--- src/rtl/timer_pkg.sv ---
// Shared register offsets, CTRL bit positions and reset constants for the bus timer.
package timer_pkg;

    localparam logic [2:0] TMR_CTRL = 3'd0;
    localparam logic [2:0] TMR_PSC  = 3'd1;
    localparam logic [2:0] TMR_CMP  = 3'd2;
    localparam logic [2:0] TMR_CNT  = 3'd3;
    localparam logic [2:0] TMR_DUTY = 3'd4;

    localparam int CTRL_EN   = 0;
    localparam int CTRL_AR   = 1;
    localparam int CTRL_IE   = 2;
    localparam int CTRL_PEND = 15;

    localparam logic [15:0] CMP_RESET = 16'hFFFF;

    typedef struct packed {
        logic pend;
        logic ie;
        logic ar;
        logic en;
    } ctrl_t;

    // Places the control flags at their architectural bit positions; unused bits read 0.
    function automatic logic [15:0] pack_ctrl(input ctrl_t c);
        logic [15:0] r;
        r            = '0;
        r[CTRL_EN]   = c.en;
        r[CTRL_AR]   = c.ar;
        r[CTRL_IE]   = c.ie;
        r[CTRL_PEND] = c.pend;
        return r;
    endfunction

endpackage

--- src/rtl/timer_prescaler.sv ---
// Prescaler: counts 0..psc while enabled and pulses tick on the terminal count.
module timer_prescaler #(
    parameter int W = 16
) (
    input  logic         clk,
    input  logic         rst_n,
    input  logic         en,
    input  logic         clr,
    input  logic [W-1:0] psc,
    output logic         tick
);

    logic [W-1:0] psc_cnt;

    assign tick = en & (psc_cnt == psc);

    always_ff @(posedge clk or negedge rst_n) begin
        if (!rst_n) begin
            psc_cnt <= '0;
        end else if (clr || !en || tick) begin
            psc_cnt <= '0;
        end else begin
            psc_cnt <= psc_cnt + W'(1);
        end
    end

endmodule

--- src/rtl/timer_slave.sv ---
// Memory-mapped 16-bit timer responder with compare, auto-reload and one-shot modes.
// Optional PWM output and DUTY register are built when TIMER_PWM_EN is defined.
module timer_slave
    import timer_pkg::*;
#(
    parameter int CPU_WIDTH = 16
) (
    input  logic                 clk,
    input  logic                 rst_n,
    input  logic                 sel,
    input  logic [2:0]           addr,
    input  logic                 ctrl,
    input  logic [CPU_WIDTH-1:0] wdata,
    output logic [CPU_WIDTH-1:0] rdata,
    output logic                 irq_timer
`ifdef TIMER_PWM_EN
    ,
    output logic                 pwm_out
`endif
);

    ctrl_t                ctrl_reg;
    logic [CPU_WIDTH-1:0] psc_reg;
    logic [CPU_WIDTH-1:0] cmp_reg;
    logic [CPU_WIDTH-1:0] cnt_reg;

    logic wr;
    logic ctrl_wr;
    logic psc_wr;
    logic cmp_wr;
    logic cnt_wr;
    logic psc_clr;
    logic tick;
    logic tick_eff;
    logic hit;

    assign wr      = sel & ctrl;
    assign ctrl_wr = wr && (addr == TMR_CTRL);
    assign psc_wr  = wr && (addr == TMR_PSC);
    assign cmp_wr  = wr && (addr == TMR_CMP);
    assign cnt_wr  = wr && (addr == TMR_CNT);

    // Restart the prescale phase on PSC/CNT loads and on an EN 0->1 transition.
    assign psc_clr = psc_wr | cnt_wr | (ctrl_wr & wdata[CTRL_EN] & ~ctrl_reg.en);

    timer_prescaler #(.W(CPU_WIDTH)) u_prescaler (
        .clk   (clk),
        .rst_n (rst_n),
        .en    (ctrl_reg.en),
        .clr   (psc_clr),
        .psc   (psc_reg),
        .tick  (tick)
    );

    // A CNT load on a tick edge replaces that tick's whole effect.
    assign tick_eff = tick & ~cnt_wr;
    assign hit      = tick_eff && (cnt_reg == cmp_reg);

    always_ff @(posedge clk or negedge rst_n) begin
        if (!rst_n) begin
            ctrl_reg <= '0;
        end else begin
            if (hit) begin
                ctrl_reg.pend <= 1'b1;
            end else if (ctrl_wr && wdata[CTRL_PEND]) begin
                ctrl_reg.pend <= 1'b0;
            end
            if (ctrl_wr) begin
                ctrl_reg.en <= wdata[CTRL_EN];
                ctrl_reg.ar <= wdata[CTRL_AR];
                ctrl_reg.ie <= wdata[CTRL_IE];
            end else if (hit && !ctrl_reg.ar) begin
                ctrl_reg.en <= 1'b0;
            end
        end
    end

    always_ff @(posedge clk or negedge rst_n) begin
        if (!rst_n) begin
            psc_reg <= '0;
            cmp_reg <= CPU_WIDTH'(CMP_RESET);
        end else begin
            if (psc_wr) psc_reg <= wdata;
            if (cmp_wr) cmp_reg <= wdata;
        end
    end

    always_ff @(posedge clk or negedge rst_n) begin
        if (!rst_n) begin
            cnt_reg <= '0;
        end else if (cnt_wr) begin
            cnt_reg <= wdata;
        end else if (hit) begin
            if (ctrl_reg.ar) cnt_reg <= '0;
        end else if (tick_eff) begin
            cnt_reg <= cnt_reg + CPU_WIDTH'(1);
        end
    end

    assign irq_timer = ctrl_reg.pend & ctrl_reg.ie;

`ifdef TIMER_PWM_EN
    logic [CPU_WIDTH-1:0] duty_reg;
    logic                 duty_wr;

    assign duty_wr = wr && (addr == TMR_DUTY);

    always_ff @(posedge clk or negedge rst_n) begin
        if (!rst_n) begin
            duty_reg <= '0;
            pwm_out  <= 1'b0;
        end else begin
            if (duty_wr) duty_reg <= wdata;
            pwm_out <= ctrl_reg.en & (cnt_reg < duty_reg);
        end
    end
`endif

    // Unselected reads return zero so the bus can OR responders together.
    always_comb begin
        rdata = '0;
        if (sel) begin
            case (addr)
                TMR_CTRL: rdata = CPU_WIDTH'(pack_ctrl(ctrl_reg));
                TMR_PSC:  rdata = psc_reg;
                TMR_CMP:  rdata = cmp_reg;
                TMR_CNT:  rdata = cnt_reg;
`ifdef TIMER_PWM_EN
                TMR_DUTY: rdata = duty_reg;
`endif
                default:  rdata = '0;
            endcase
        end
    end

endmodule

--- config.mk ---
export PLATFORM = sky130hd
export DESIGN_NAME = timer_slave
export DESIGN_NICKNAME = d
export VERILOG_FILES = /design/src/rtl/timer_pkg.sv /design/src/rtl/timer_prescaler.sv /design/src/rtl/timer_slave.sv
export SDC_FILE = /design/constraint.sdc
export NUM_CORES = 1
export LEC_CHECK = 0
export BUFFER_PORTS_ARGS = -buffer_cell sky130_fd_sc_hd__buf_2
export CAP_MARGIN = 20
export CORE_MARGIN = 5
export CORE_UTILIZATION = 43
export CTS_CLUSTER_SIZE = 12
export DETAILED_ROUTE_END_ITERATION = 6
export GPL_ROUTABILITY_DRIVEN = 1
export PLACE_DENSITY = 0.65
export SYNTH_ARGS = -nofsm -noshare
export SYNTH_HDL_FRONTEND = slang
export SYNTH_SLANG_ARGS = --single-unit
--- constraint.sdc ---
create_clock -name clk -period 3.7 [get_ports clk]
set_input_delay 0.185 -clock clk [delete_from_list [all_inputs] [get_ports clk]]
set_output_delay 0.185 -clock clk [all_outputs]
set_load 0.03 [all_outputs]
; ---- Word-level counts from Yosys, hierarchy flattened
; Cells that the tools add are included.
[totals]
in_bits = 23
memories = 0
latchBits = 0
mem_bits_ro = 0
register_bits = 68
word_cells = 53
ram_bits = 0
[op_classes]
n_mul = 0
reduce_logical = 16
n_lt_le_gt_ge = 0
shift = 0
n_eq_ne = 6
bitwise_logic = 10
div_mod_pow = 0
mux = 11
addsub = 2
[ops]
columns = op, n
row1 = $mux W16, 6
row2 = $pmux W16 S4, 1
row3 = $add A16 B1 Y16 const B, 2
row4 = $eq A16 B16 Y1, 2
row5 = $logic_and A1 B1 Y1, 7
row6 = $and A1 B1 Y1, 6
row7 = $eq A3 B2 Y1 const B, 2
row8 = $mux W1, 4
row9 = $reduce_bool A2 Y1, 2
row10 = $eq A3 B1 Y1 const B, 1
row11 = $logic_not A3 Y1, 1
row12 = $ne A3 B3 Y1 const B, 1
row13 = $reduce_bool A3 Y1, 1
row14 = $logic_not A1 Y1, 2
row15 = $logic_or A1 B1 Y1, 2
row16 = $not A1 Y1, 2
row17 = $or A1 B1 Y1, 2
row18 = $reduce_and A2 Y1, 1

; ---- Depth between registers and ports, before layout
; Gate-level depths: netlist of the first run.
[logic_depth]
ltp_word = 8
mapped_depth = 8
ltp_nobuf = 7

; ---- Hierarchy
; A second synthesis of the first run with hierarchy kept.
[hier_totals]
hier_cells = 410
hier_area_um2 = 4160.2
[modules_own_cells]
columns = module, area_per_inst_um2, seq_area_each_um2, cells_per_inst, n_inst
row1 = timer_slave, 3219.3, 1321.3, 311, 1
row2 = timer_prescaler, 940.9, 400.4, 99, 1

; ---- Worst setup path before layout of the first run
; Ideal clock, no wire load.
[synth_path]
path_type = register -> register
startpoint = register cnt_reg[0]
endpoint = register cnt_reg[14]
stages_incl_launch_ff = 7
setup_slack_ps = 1725
t_arrival_ps = 1844
cell_sequence = dfrtp_1 -> ha_1 -> inv_1 -> or4_4 -> or3_4 -> a211oi_2 -> o211ai_1
[synth_via]
elab_chain_cells = 4
[synth_rtl]
columns = item, line
row1 = "start, declared", timer_slave.sv:25  ; logic [CPU_WIDTH-1:0] cnt_reg;
row2 = "start signal, assigned", timer_slave.sv:92  ; cnt_reg <= wdata;
row3 = "start signal, assigned", timer_slave.sv:96  ; cnt_reg <= cnt_reg + CPU_WIDTH'(1);
row4 = $add A16 B1 Y16 / $eq A16 B16 Y1 (equally long branches), "timer_slave.sv:96, timer_slave.sv:57"
row5 = $mux W16 / $logic_and A1 B1 Y1 (equally long branches), "timer_slave.sv:95, timer_slave.sv:57"
row6 = $mux W16 (tied with other cells), timer_slave.sv:93  ; end else if (hit) begin
row7 = $mux W16 / $reduce_and A2 Y1 (equally long branches), --
; Several ways; a longest one is shown, not always the timed one. The select of a mux whose other input is x is not followed.
; A chain may end at the register's enable or synchronous reset.

; ---- Worst setup path after layout of the first run
[layout_path]
startpoint = register cnt_reg[10]
endpoint = register cnt_reg[12]
; Same word-level chain as after synthesis.

==> flow_summary.rst, run 1 <==
.. list-table::
   :header-rows: 1

   * - Metric
     - Value
   * - Total inserted antenna cells
     - 0
   * - Largest net degree at the start of global routing
     - 36
   * - Vias post-DR
     - 3288
   * - Floorplan die height
     - 108 um
   * - Iteration-0 DRC count of the detailed router
     - 225
   * - Max cap viols
     - 0
   * - Total chip power
     - 2.07 mW
   * - Leakage power total
     - 1.88 nW
   * - Path class of the lowest-slack min-delay path
     - in -> reg
   * - Async SR Flop Fraction
     - 100%
   * - Most used flip-flop cell after synthesis
     - sky130_fd_sc_hd__dfrtp_1
   * - Floorplan core area
     - 0.00933 mm^2
   * - Total negative setup slack
     - 0 ns
   * - Number of enable flip-flop cells after synthesis
     - 0
   * - Combinational fraction of design power
     - 22.3%
   * - Final setup violation count
     - 0
   * - Global router's overall resource usage
     - 19.8%
   * - Share of the clock period used by the worst path
     - 62.7%
   * - Power density of the placed cells
     - 453 mW/mm^2
   * - Worst hold slack
     - 0.0879 ns
   * - DP Worst Slack
     - 1.33 ns
   * - Cell accounting for the most synthesized area
     - sky130_fd_sc_hd__dfrtp_1
   * - Later-pin clock latency in the skew report
     - 0.35 ns
   * - CTS tree
     - done
   * - Required time of the critical path
     - 3.96 ns
   * - Fraction of the yosys area taken by sequential cells
     - 41.5%
   * - Highest attainable clock frequency
     - 0.431 GHz
   * - Sinks on the clock net
     - 68
   * - Share of total power in the clock network
     - 25.7%
   * - #FFs+latches synth
     - 68
   * - Clock-pin slew on the worst setup and hold paths
     - 0.07 ns
   * - WP data arrival
     - 2.58 ns
   * - Post-CTS repair timing setup buffer count
     - 0
   * - Total number of yosys warnings
     - 0
   * - Final min period
     - 2.32 ns
   * - Estimated wirelength of the detail-placed design
     - 7.97 mm
   * - Area Overhead vs Synth
     - 9.95%
   * - Via count of the first global-routing pass
     - 3379
   * - Fin. max-slew vios
     - 0
   * - Fraction of power consumed by sequential logic
     - 52.0%
   * - Wire length of the first global-routing pass
     - 17.7 mm
   * - Syn_nets
     - 438
   * - Total die area
     - 0.0117 mm^2
   * - Violated checks
     - design-rule violations
   * - Proportion of total power due to net switching
     - 33.1%
   * - Status
     - complete, but fails checks
   * - Cells taking the most area after synthesis
     - sky130_fd_sc_hd__dfrtp_1 31%, sky130_fd_sc_hd__mux2_2 12%, sky130_fd_sc_hd__dfstp_2 10%, sky130_fd_sc_hd__xor2_1 7.6%, sky130_fd_sc_hd__nor2_1 3.5%
   * - Number of buffers inserted during clock tree synthesis
     - 9
   * - Cell Rows
     - 35
   * - Clk Tree Root Cell
     - sky130_fd_sc_hd__clkbuf_8
   * - Final weighted congestion in routability-driven placement
     - 0.854
   * - Worst Tran Pin Value
     - 0.857 ns
   * - Vias per cell
     - 5.69
   * - Wire length per cell after detailed routing
     - 18.9 um
   * - Share of layout cells above drive strength 1
     - 30.3%
   * - Design internal power
     - 1.38 mW
   * - Input/output buffers
     - 39
   * - Relative slew slack
     - 42.7%
   * - Aggregate routed wire length
     - 10.9 mm
   * - Crit path launch type
     - flip-flop
   * - Top cell types by occurrence after synthesis
     - 52 x sky130_fd_sc_hd__dfrtp_1, 44 x sky130_fd_sc_hd__mux2_2, 39 x sky130_fd_sc_hd__nor2_1
   * - Critical Path Fanout Max
     - 15
   * - Number of antenna violations at the first check in global routing
     - 0
   * - Mapped Cells
     - 413
   * - Avg Synthesized Cell Area
     - 10.1 um^2
   * - Fin util
     - 48.9%
   * - Net total in the final layout
     - 469
   * - Remaining antenna violation count
     - 0
   * - Fraction of synthesized cell area taken by the top area cell type
     - 31.3%
   * - Effective utilization at floorplan
     - 44.5%
   * - Element type at the critical path end
     - flip-flop
   * - Number of top-level design ports
     - 40
   * - Smallest setup slack after layout
     - 1.38 ns
   * - Hold violation total from the final report
     - 0
   * - DRC
     - 2
   * - Worst IR drop on VDD
     - 151 uV
   * - 1st-pass router iterations
     - 7
   * - RSZ-0062 raised after global routing
     - false
   * - Overall die width
     - 108 um
   * - Gr ovfl total
     - 0
   * - Psw
     - 683 uW
   * - Count of different cell masters after synthesis
     - 52
   * - Total standard cell area after synthesis
     - 0.00415 mm^2
   * - H-Tree Level Count
     - 3
   * - Layout Skew
     - 0.00831 ns
   * - CTS Buffer Depth
     - 2
   * - Cell with the most instances after synthesis
     - sky130_fd_sc_hd__dfrtp_1
   * - Worst Setup Path Type
     - reg -> reg
[routing by layer]
metal / track usage (%) / share of wire [%]
met1: 27.3 / 46
met2: 30.6 / 46
met3: 3.82 / 5.7
met4: 8.48 / 2.4
met5: 0 / 0
[layout make-up]
cell class                      instances  area (um^2)
Multi-Input combinational cell        313         2250
Tap cell                              129          161
Inverter                                7         26.3
Clock inverter                          2         10.0
Fill cell                             884         4760
Clock buffer                           14          153
Timing Repair Buffer                   45          243
Sequential cell                        68         1720
[layout by cell type, fill, tap and decap left out, types with 3 or more instances in the layout]
| cell type | n |
|---|---|
| sky130_fd_sc_hd__a21oi_1 | 9 |
| sky130_fd_sc_hd__a221oi_1 | 3 |
| sky130_fd_sc_hd__a222oi_1 | 6 |
| sky130_fd_sc_hd__a22oi_1 | 15 |
| sky130_fd_sc_hd__and2_1 | 9 |
| sky130_fd_sc_hd__and3_1 | 5 |
| sky130_fd_sc_hd__buf_2 | 39 |
| sky130_fd_sc_hd__buf_4 | 5 |
| sky130_fd_sc_hd__clkbuf_1 | 4 |
| sky130_fd_sc_hd__clkbuf_8 | 10 |
| sky130_fd_sc_hd__dfrtp_1 | 52 |
| sky130_fd_sc_hd__dfstp_2 | 16 |
| sky130_fd_sc_hd__inv_1 | 7 |
| sky130_fd_sc_hd__mux2_2 | 44 |
| sky130_fd_sc_hd__mux4_2 | 4 |
| sky130_fd_sc_hd__nand2_1 | 33 |
| sky130_fd_sc_hd__nand3_1 | 22 |
| sky130_fd_sc_hd__nand4_1 | 5 |
| sky130_fd_sc_hd__nor2_1 | 39 |
| sky130_fd_sc_hd__nor2b_1 | 3 |
| sky130_fd_sc_hd__nor3_1 | 14 |
| sky130_fd_sc_hd__nor4_1 | 7 |
| sky130_fd_sc_hd__o211ai_1 | 5 |
| sky130_fd_sc_hd__o21ai_0 | 9 |
| sky130_fd_sc_hd__o21ai_1 | 5 |
| sky130_fd_sc_hd__xnor2_1 | 10 |
| sky130_fd_sc_hd__xor2_1 | 36 |
[critical path, stage by stage (launching register included)]
cell and delay, ns:
sky130_fd_sc_hd__dfrtp_1 0.48, sky130_fd_sc_hd__xor2_1 0.21, sky130_fd_sc_hd__nor4_1 0.46, sky130_fd_sc_hd__nand3_1 0.24, sky130_fd_sc_hd__nor3_4 0.55, sky130_fd_sc_hd__a211oi_1 0.10, sky130_fd_sc_hd__o211ai_1 0.20
[power by group through the flow]
| stage | combinational (mW) | clock, mW | sequential [mW] |
|---|---|---|---|
| 2_1_floorplan | 0.392 | 0 | 1.00 |
| 5_1_grt | 0.511 | 0.587 | 1.09 |
| 4_1_cts | 0.463 | 0.543 | 1.07 |
| 3_3_place_gp | 0.451 | 0 | 1.08 |
| 6_report | 0.460 | 0.532 | 1.07 |
| 3_5_place_dp | 0.459 | 0 | 1.09 |
[timing repair]
item                       CTS  global route
hold buffers                 1             0
hold endpoints to repair    25             0
gates resized for setup      0             0
setup endpoints to repair    0             0
[cell families (layout without fill, tap and decap cells)]
kind of cell	count (synthesis)	in the layout	share of synthesized area, %
DFF	68	68	41.5
muxes	48	48	14.1
AOI/OAI and AO/OA	63	63	11.1
buffers and inverters	32	68	4.34
xor gates and xnor gates	46	46	9.70
and+or+nand+nor	154	154	18.7
adders and majority gates	2	2	0.603
[worst paths after layout]
kind | startpoint | end | slack (ns) | cells past startpoint
max in group asynchronous | rst_n | cmp_reg[8] | 2.27 | 3
min in group asynchronous | rst_n | cnt_reg[11] | 0.45 | 2
hold reg to reg | ctrl_reg[3] | ctrl_reg[3] | 0.51 | 2
setup / recovery | cnt_reg[10] | cnt_reg[12] | 1.38 | 6
setup reg to reg | cnt_reg[10] | cnt_reg[12] | 1.38 | 6
hold / removal | wdata[0] | ctrl_reg[0] | 0.09 | 3
[through the flow]
stage	std cells	cell area, um^2
2_1_floorplan	413	4150
3_3_place_gp	561	4390
3_5_place_dp	561	4390
4_1_cts	578	4560
5_1_grt	578	4560
6_report	578	4560
Note: power is estimated with default switching activity, not from simulation.
==> run 2: changes to the inputs <==
--- a/config.mk
+++ b/config.mk
@@ -12,7 +12,7 @@
 export CTS_CLUSTER_SIZE = 12
 export DETAILED_ROUTE_END_ITERATION = 6
 export GPL_ROUTABILITY_DRIVEN = 1
-export PLACE_DENSITY = 0.65
+export PLACE_DENSITY = 0.67
 export SYNTH_ARGS = -nofsm -noshare
 export SYNTH_HDL_FRONTEND = slang
 export SYNTH_SLANG_ARGS = --single-unit
==> constraint.sdc (replaced) <==
create_clock -name clk -period 2.12 [get_ports clk]
set_input_delay 0.106 -clock clk [delete_from_list [all_inputs] [get_ports clk]]
set_output_delay 0.106 -clock clk [all_outputs]
set_load 0.03 [all_outputs]
==> flow_summary.rst, run 2 (synthesis gave the netlist of run 1 again) <==
.. list-table::
   :header-rows: 1

   * - Metric
     - Value
   * - Remaining antenna violation count
     - 0 (unchanged)
   * - Net total in the final layout
     - 505 (was 469)
   * - H-Tree Level Count
     - 3 (unchanged)
   * - Worst Tran Pin Value
     - 0.391 ns (was 0.857 ns)
   * - Input/output buffers
     - 39 (unchanged)
   * - Cell Rows
     - 35 (unchanged)
   * - Gr ovfl total
     - 0 (unchanged)
   * - Max cap viols
     - 0 (unchanged)
   * - Clk Tree Root Cell
     - sky130_fd_sc_hd__clkbuf_8 (unchanged)
   * - Leakage power total
     - 2.10 nW (was 1.88 nW)
   * - Final weighted congestion in routability-driven placement
     - 0.899 (was 0.854)
   * - Sinks on the clock net
     - 68 (unchanged)
   * - Critical-path cell list
     - ha_1, inv_1, or4_4, or2_2, a211oi_2, o211ai_1 (was xor2_1, nor4_1, nand3_1, nor3_4, a211oi_1, o211ai_1)
   * - Startpoint of the most critical register-to-register path
     - cnt_reg[1] (was cnt_reg[10])
   * - Hold violation total from the final report
     - 0 (unchanged)
   * - Number of antenna violations at the first check in global routing
     - 0 (unchanged)
   * - Relative slew slack
     - 73.7% (was 42.7%)
   * - Floorplan die height
     - 108 um (unchanged)
   * - Terminus of the critical flop-to-flop path
     - cnt_reg[12] (unchanged)
   * - Overall die width
     - 108 um (unchanged)
   * - Crit path launch type
     - flip-flop (unchanged)
   * - WP data arrival
     - 2.30 ns (was 2.58 ns)
   * - Critical Path Fanout Max
     - 7 (was 15)
   * - Element type at the critical path end
     - flip-flop (unchanged)
   * - Share of the clock period used by the worst path
     - 97.9% (was 62.7%)
   * - Floorplan core area
     - 0.00933 mm^2 (unchanged)
   * - Worst setup endpoint
     - cnt_reg[12] (unchanged)
   * - Share of layout cells above drive strength 1
     - 36.7% (was 30.3%)
   * - 1st-pass router iterations
     - 6 (was 7)
   * - Worst Setup Path Type
     - reg -> reg (unchanged)
   * - RSZ-0062 raised after global routing
     - true (was false)
   * - Status
     - completed (was complete, but fails checks)
   * - CTS Buffer Depth
     - 2 (unchanged)
   * - Number of inserted filler cells in the final layout
     - 850 (was 884)
   * - Worst IR drop on VDD
     - 315 uV (was 151 uV)
   * - Via count of the first global-routing pass
     - 3483 (was 3379)
   * - Worst Setup SP
     - cnt_reg[1] (was cnt_reg[10])
   * - Critical-path top delay cell
     - sky130_fd_sc_hd__or4_4 (was sky130_fd_sc_hd__nor3_4)
   * - Path class of the lowest-slack min-delay path
     - in -> reg (unchanged)
   * - Wire length of the first global-routing pass
     - 18.9 mm (was 17.7 mm)
   * - Layout Skew
     - 0.00890 ns (was 0.00831 ns)
   * - Later-pin clock latency in the skew report
     - 0.34 ns (was 0.35 ns)
   * - Total die area
     - 0.0117 mm^2 (unchanged)
   * - Estimated wirelength of the detail-placed design
     - 8.38 mm (was 7.97 mm)
   * - Final min period
     - 2.08 ns (was 2.32 ns)
   * - Total inserted antenna cells
     - 0 (unchanged)
   * - Vias per cell
     - 5.71 (was 5.69)
   * - Total chip power
     - 3.97 mW (was 2.07 mW)
   * - Wire length per cell after detailed routing
     - 18.9 um (about the same)
   * - Most frequent cells in the layout
     - 51 x sky130_fd_sc_hd__dfrtp_1, 44 x sky130_fd_sc_hd__mux2_2, 39 x sky130_fd_sc_hd__nor2_1, 39 x sky130_fd_sc_hd__buf_2, 36 x sky130_fd_sc_hd__xor2_1 (was 52 x sky130_fd_sc_hd__dfrtp_1, 44 x sky130_fd_sc_hd__mux2_2, 39 x sky130_fd_sc_hd__nor2_1, 39 x sky130_fd_sc_hd__buf_2, 36 x sky130_fd_sc_hd__xor2_1)
   * - Clock-pin slew on the worst setup and hold paths
     - 0.07 ns (about the same)
   * - Largest net degree at the start of global routing
     - 69 (was 36)
   * - Highest attainable clock frequency
     - 0.482 GHz (was 0.431 GHz)
   * - Most common library cell in the layout ignoring fill and taps
     - sky130_fd_sc_hd__dfrtp_1 (unchanged)
   * - Power density of the placed cells
     - 798 mW/mm^2 (was 453 mW/mm^2)
   * - Area Overhead vs Synth
     - 19.9% (was 9.95%)
   * - Number of buffers inserted during clock tree synthesis
     - 9 (unchanged)
   * - Iteration-0 DRC count of the detailed router
     - 426 (was 225)
   * - Vias post-DR
     - 3506 (was 3288)
   * - Cells on worst reg2reg path
     - 6 (unchanged)
   * - Effective utilization at floorplan
     - 44.5% (unchanged)
   * - CTS tree
     - done (unchanged)
   * - Aggregate routed wire length
     - 11.6 mm (was 10.9 mm)
   * - Required time of the critical path
     - 2.34 ns (was 3.96 ns)
   * - Global router's overall resource usage
     - 21.0% (was 19.8%)
   * - Final setup violation count
     - 0 (unchanged)
   * - Total negative setup slack
     - 0 ns (unchanged)
   * - Largest stage delay on the critical path
     - 0.56 ns (was 0.55 ns)
   * - Reg-to-reg setup timing slack
     - 0.04 ns (was 1.38 ns)
   * - DRC
     - 0 (was 2)
   * - Number of top-level design ports
     - 40 (unchanged)
   * - Fin. max-slew vios
     - 0 (unchanged)
run 2: through the flow:
step	util, %	hold WS [ns]	cell area [um^2]	setup slack [ns]	std cells
after detailed placement	50.6	0.161	4720	-0.0456	596
after global placement	50.6	0.159	4720	0.0162	596
after floorplan	-	-0.190	4150	0.145	413
after CTS	52.9	0.00446	4930	0.0125	613
final	53.4	0.0170	4980	0.0439	614
after global routing	53.4	0.0158	4980	-0.0883	614
run 2: how the worst min path moves through the flow:
stage	startpoint	end	slack, ns	cells past startpoint
final	wdata[0]	ctrl_reg[0]	0.02	3
after global routing	wdata[0]	ctrl_reg[0]	0.02	3
after CTS	wdata[0]	ctrl_reg[0]	0.004	3
after detailed placement	rst_n	cnt_reg[15]	0.16	2
after global placement	rst_n	cnt_reg[15]	0.16	2
after floorplan	rst_n	cnt_reg[0]	-0.19	0
run 2: final cells by class:
| cell class | count | area (um^2) | share of cell area, % |
|---|---|---|---|
| multi-input combinational | 313 | 2280 | 45.8 |
| sequential | 68 | 1720 | 34.6 |
| timing repair buffer | 81 | 579 | 11.6 |
| clock buffer | 15 | 176 | 3.54 |
| tap | 129 | 161 | 3.24 |
| clock inverter | 1 | 30.0 | 0.603 |
| inverter | 7 | 26.3 | 0.528 |
run 2: per-layer routing:
metal | global-route usage (%) | up-vias | wire (um)
met5 | 0 | - | 0
met4 | 8.12 | 0 | 197
met3 | 3.70 | 21 | 847
met2 | 30.7 | 153 | 5300
met1 | 30.8 | 1718 | 5280
li1 | - | 1614 | -
run 2: critical path: cells and delay by family (launching register included):
kind / cells / cell delay (ns)
simple gates: 2 / 0.89
fa+ha+maj: 1 / 0.20
flops: 1 / 0.43
compound gates: 2 / 0.37
buf+inv: 1 / 0.06
run 2: repair_timing:
| item | CTS | global route |
|---|---|---|
| endpoints found under the setup margin | 1 | 17 |
| cloned | 0 | 0 |
| hold endpoints to repair | 52 | 0 |
| resized for setup | 1 | 9 |
| setup buffers | 0 | 3 |
| hold buffers | 1 | 0 |
| pin swaps | 0 | 5 |
run 2: power by group:
group | internal [mW] | leakage, nW | switching [mW] | total (mW)
Clock | 0.643 | 0.104 | 0.487 | 1.13
Combinational | 0.505 | 1.18 | 0.528 | 1.03
Sequential | 1.57 | 0.814 | 0.241 | 1.81
Total | 2.72 | 2.10 | 1.26 | 3.97
